===== config.mk =====
export PLATFORM = sky130hd
export DESIGN_NAME = alu_serial_port
export DESIGN_NICKNAME = d
export VERILOG_FILES = /design/src/rtl/alu_serial_port.sv
export SDC_FILE = /design/constraint.sdc
export NUM_CORES = 1
export LEC_CHECK = 0
export ABC_AREA = 1
export CAP_MARGIN = 15
export CELL_PAD_IN_SITES_DETAIL_PLACEMENT = 0
export CELL_PAD_IN_SITES_GLOBAL_PLACEMENT = 1
export CORE_MARGIN = 2
export CORE_UTILIZATION = 30
export DETAILED_ROUTE_END_ITERATION = 10
export PLACE_DENSITY = 0.67
export REMOVE_ABC_BUFFERS = 1
export SLEW_MARGIN = 25
export SYNTH_ARGS = -nofsm -noshare
export SYNTH_HDL_FRONTEND = slang
export SYNTH_SLANG_ARGS = --single-unit

===== constraint.sdc =====
create_clock -name clk -period 2.6 [get_ports clk]
set_input_delay 0.78 -clock clk [delete_from_list [all_inputs] [get_ports clk]]
set_output_delay 0.78 -clock clk [all_outputs]
set_load 0.01 [all_outputs]

===== src/rtl/alu_serial_port.sv =====
// alu_serial_port: operand serializer and result deserializer for the bit-serial ALU.
// Takes one 8/16-bit operand over valid/ready, streams it LSB-first NSHIFT bits per
// cycle into the ALU, collects the serial result, and offers it over valid/ready.
module alu_serial_port #(
  parameter int REG_BITS  = 8,
  parameter int NSHIFT    = 2,
  parameter int WORD_BITS = 16
) (
  input  logic                                   clk,
  input  logic                                   reset,
  input  logic                                   in_valid,
  output logic                                   in_ready,
  input  logic [WORD_BITS-1:0]                   in_data,
  input  logic                                   in_pair,
  output logic                                   alu_op_valid,
  input  logic                                   alu_op_done,
  output logic [NSHIFT-1:0]                      alu_data_in,
  input  logic [NSHIFT-1:0]                      alu_data_out,
  output logic                                   res_valid,
  input  logic                                   res_ready,
  output logic [WORD_BITS-1:0]                   res_data,
  output logic [$clog2(WORD_BITS/NSHIFT):0]      res_beats,
  output logic                                   proto_err
);

  localparam int BW = $clog2(WORD_BITS/NSHIFT) + 1;
  localparam logic [BW-1:0] PAIR_BEATS   = BW'(WORD_BITS/NSHIFT);
  localparam logic [BW-1:0] SINGLE_BEATS = BW'(REG_BITS/NSHIFT);
  localparam logic [WORD_BITS-1:0] LOW_MASK =
    {{(WORD_BITS-REG_BITS){1'b0}}, {REG_BITS{1'b1}}};

  localparam logic [1:0] IDLE   = 2'd0;
  localparam logic [1:0] SHIFT  = 2'd1;
  localparam logic [1:0] RESULT = 2'd2;

  logic [1:0]           state;
  logic                 pair;
  logic [WORD_BITS-1:0] operand_sr;
  logic [WORD_BITS-1:0] result_sr;
  logic [BW-1:0]        beats;

  logic                 accept;
  logic [WORD_BITS-1:0] nxt_sr;
  logic [BW-1:0]        nxt_beats;
  logic [BW-1:0]        limit;
  logic [WORD_BITS-1:0] aligned;
  int                   shamt;

  assign alu_op_valid = (state == SHIFT);
  assign res_valid    = (state == RESULT);
  assign alu_data_in  = operand_sr[NSHIFT-1:0];
  assign res_beats    = beats;

  // Handshake decode and next-beat capture/alignment values.
  always_comb begin
    in_ready  = (state == IDLE) || ((state == RESULT) && res_ready);
    accept    = in_valid && in_ready;
    nxt_sr    = {alu_data_out, result_sr[WORD_BITS-1:NSHIFT]};
    nxt_beats = beats + BW'(1);
    limit     = pair ? PAIR_BEATS : SINGLE_BEATS;
    // Captured beats sit at the top of the register; shift them down so the
    // first beat lands at bit 0 regardless of how many beats actually arrived.
    shamt     = NSHIFT * (int'(PAIR_BEATS) - int'(nxt_beats));
    aligned   = nxt_sr >> shamt;
    if (!pair) aligned = aligned & LOW_MASK;
  end

  // Operation sequencing, operand/result shifting and sticky error flag.
  always_ff @(posedge clk) begin
    if (reset) begin
      state      <= IDLE;
      pair       <= 1'b0;
      operand_sr <= '0;
      result_sr  <= '0;
      beats      <= '0;
      res_data   <= '0;
      proto_err  <= 1'b0;
    end else begin
      if (alu_op_done && (state != SHIFT)) proto_err <= 1'b1;
      if (accept) begin
        operand_sr <= in_pair ? in_data
                              : {{(WORD_BITS-REG_BITS){1'b0}}, in_data[REG_BITS-1:0]};
        pair       <= in_pair;
        result_sr  <= '0;
        beats      <= '0;
        res_data   <= '0;
        state      <= SHIFT;
      end else begin
        case (state)
          IDLE: ;
          SHIFT: begin
            operand_sr <= operand_sr >> NSHIFT;
            result_sr  <= nxt_sr;
            beats      <= nxt_beats;
            if (alu_op_done || (nxt_beats == limit)) begin
              state    <= RESULT;
              res_data <= aligned;
              if (!alu_op_done) proto_err <= 1'b1;
            end
          end
          RESULT: if (res_ready) state <= IDLE;
          default: state <= IDLE;
        endcase
      end
    end
  end

endmodule


==> summary.md <==
| Metric | Value |
|---|---|
| Synthesized flop and latch total | `54` |
| Post-Synth Adder-Cell Area | `0.910%` |
| First-pass GRT wire length | `11.8 mm` |
| Max frequency | `0.402 GHz` |
| Residual DRC count | `0` |
| Initial antenna violation count | `0` |
| Routed vias | `2643` |
| Fin crit share | `95.8%` |
| Root Buffer | `clkbuf_8` |
| Port bufs | `49` |
| Critical path's slowest cell | `clkdlybuf4s50_1` |
| Seq/Total Area, Yosys | `39.3%` |
| Share of cells above drive strength 1 | `8.72%` |
| Clk sink count | `54` |
| Clk_skew | `0.0120 ns` |
| Syn. warnings | `0` |
| Initial core utilization | `31.2%` |
| Total track usage | `14.6%` |
| Number of DRC markers in iteration 0 | `166` |
| Mapped Area | `2750 um^2` |
| CP Launch Type | `primary input` |
| Synth Area in XOR/XNOR | `0.591%` |
| Area growth from synthesis to layout | `25.2%` |
| IO Pins | `50` |
| CP Max Fanout | `2` |
| Dpl hpwl | `4.94 mm` |
| Worst slew pin tran | `0.426 ns` |
| Setup Crit Path Kind | `in -> out` |
| Mux contribution to synthesized area | `0%` |
| Htree depth | `2` |
| Mean Syn Cell Area | `6.86 um^2` |
| Clock Latency Late Sink | `0.31 ns` |
| HP Class | `reg -> reg` |
| Post-layout util | `39.1%` |
| Cells after synthesis | `401` |
| RSZ-0062 raised after global routing | `false` |
| N_diodes | `0` |
| CP cell instances | `clkdlybuf4s50_1 -> o21ai_0 -> inv_1 -> dlygate4sd2_1` |
| Max cap viols | `0` |
| Critical path capture point type | `primary output` |
| Fin cells | `555` |
| Post-CTS resize count | `1` |
| Routability cong. | `0.788` |
| Core Footprint | `8810 um^2` |
| Gr ovfl total | `0` |
| Num rows | `34` |
| Vias in the first global route | `2384` |
| Main combinational cell family by area after synthesis | `simple AND/OR/NAND/NOR gates` |
| Die Wd | `99.7 um` |
| Simple-gate share of the synthesized area | `38.2%` |
| Clk pin slew, worst setup/hold paths | `0.10 ns` |
| Peak VDD IR | `203 uV` |
| Fin. Hold Viols | `0` |
| DP Cell Count | `547` |
| TritonCTS clock tree | `yes` |
| Rel. slew slack | `71.5%` |
| Leakage | `1.33 nW` |
| Largest net degree at the start of global routing | `33` |
| Antenna Nets Post-Route | `0` |
| Compound-Gate Fraction of Synth Area | `12.8%` |
| Post-layout minimum cycle time | `2.49 ns` |
| Final wirelength | `6.95 mm` |
| Die area | `9950 um^2` |
| Status | `complete, no violations` |
| Die Span Y | `99.7 um` |
| FF-to-FF setup slack | `0.48 ns` |
| Post-CTS Setup Inserts | `0` |
| Power Total | `1.71 mW` |
| Post-layout nets | `472` |
| Critical Path Max Stage Delay | `0.42 ns` |
| Number of library cell types mapped by synthesis | `28` |
| CTS Hold Bufs | `0` |
| DR vias/cell | `4.76` |
| Final setup fails | `0` |
| Num CTS Buffers | `5` |
| Fillcell total | `969` |
| Max Slew Vio Count | `0` |
| DRT Pass-1 Iters | `4` |
| Worst Path Arrival | `1.71 ns` |
| Clk buf depth | `2` |
| WL/cell | `12.5 um` |
| PwrDens | `497 nW/um^2` |
| CP required | `1.82 ns` |
==> cell usage in the layout (no fill, tap or decap), types with 2 or more instances in the layout <==
cell type / n
a31oi_1: 8
dfxtp_1: 54
ha_1: 2
inv_2: 4
o21ai_0: 14
nor2_4: 2
nand2_4: 6
clkdlybuf4s50_1: 48
nand4_1: 3
inv_1: 24
nand2_2: 5
buf_4: 10
nand2_1: 139
a21oi_1: 44
nor2_1: 4
clkbuf_8: 5
nand3_1: 62
==> per-layer routing <==
layer	global-route usage [%]	up-vias	share of wire, %
li1	-	1402	-
met1	22.4	1175	52
met4	4.43	0	1.1
met5	0	-	0
met2	20.8	61	42
met3	2.32	5	4.9
==> layout make-up <==
type | instances | area, um^2 | share of cell area [%]
clock inverter | 2 | 37.5 | 1.09
clock buffer | 6 | 72.6 | 2.11
tap | 108 | 135 | 3.92
multi-input combinational | 297 | 1440 | 41.9
inverter | 29 | 109 | 3.16
sequential | 54 | 1080 | 31.4
timing repair buffer | 59 | 564 | 16.4
==> Yosys cell counts, drive strengths merged <==
cell    number  area [um^2]
inv         28          105
nand2      151          641
nor3         1         16.3
o21ai       15         75.1
buf         12         82.6
nand4        3         18.8
nand3       63          320
xnor2        1         16.3
a21oi       44          220
or2          1         8.76
a31oi        8         50.1
a211oi       1         7.51
nand3b       1         7.51
clkbuf       9         33.8
ha           2         25.0
dfxtp       54         1080
clkinv       1         3.75
nor2         6         37.5
==> stage by stage <==
stage / hold WS [ns] / TNS [ns] / instance area [um^2] / setup slack, ns
final: 0.468 / 0 / 3440 / 0.110
after floorplan: 0.431 / 0 / 2630 / 0.326
after detailed placement: 0.456 / -0.125 / 3330 / -0.125
after global routing: 0.496 / 0 / 3440 / 0.0251
after CTS: 0.473 / 0 / 3440 / 0.104
after global placement: 0.453 / -0.112 / 3330 / -0.112
==> sequential cells by signal (all words and copies together) (netlist names) <==
register	count
operand_sr	16
pair	1
proto_err	1
res_beats	4
res_data	16
result_sr	14
state	2
==> report_power, final <==
part           leakage (nW)  internal [mW]  switching, mW
registers             0.439          0.854         0.0175
clock network        0.0514          0.288          0.282
logic                 0.836          0.107          0.163
==> path summary, 6_finish.rpt <==
kind / from / end / depth (start not counted)
max: res_ready / in_ready / 4
min reg2reg: res_data[14] / res_data[14] / 2
min: res_data[14] / res_data[14] / 2
max reg2reg: res_beats[0] / res_data[2] / 9
==> cell families after synthesis <==
logic type      Yosys count
simple gates            226
compound gates           68
flops                    54
fa+ha+maj                 2
xor+xnor                  1
buf+inv                  50
==> critical path: cells and delay by family <==
kind | cells | cell delay (ns)
buf+inv | 3 | 0.77
compound gates | 1 | 0.16
(Power assumes the default switching activity.)
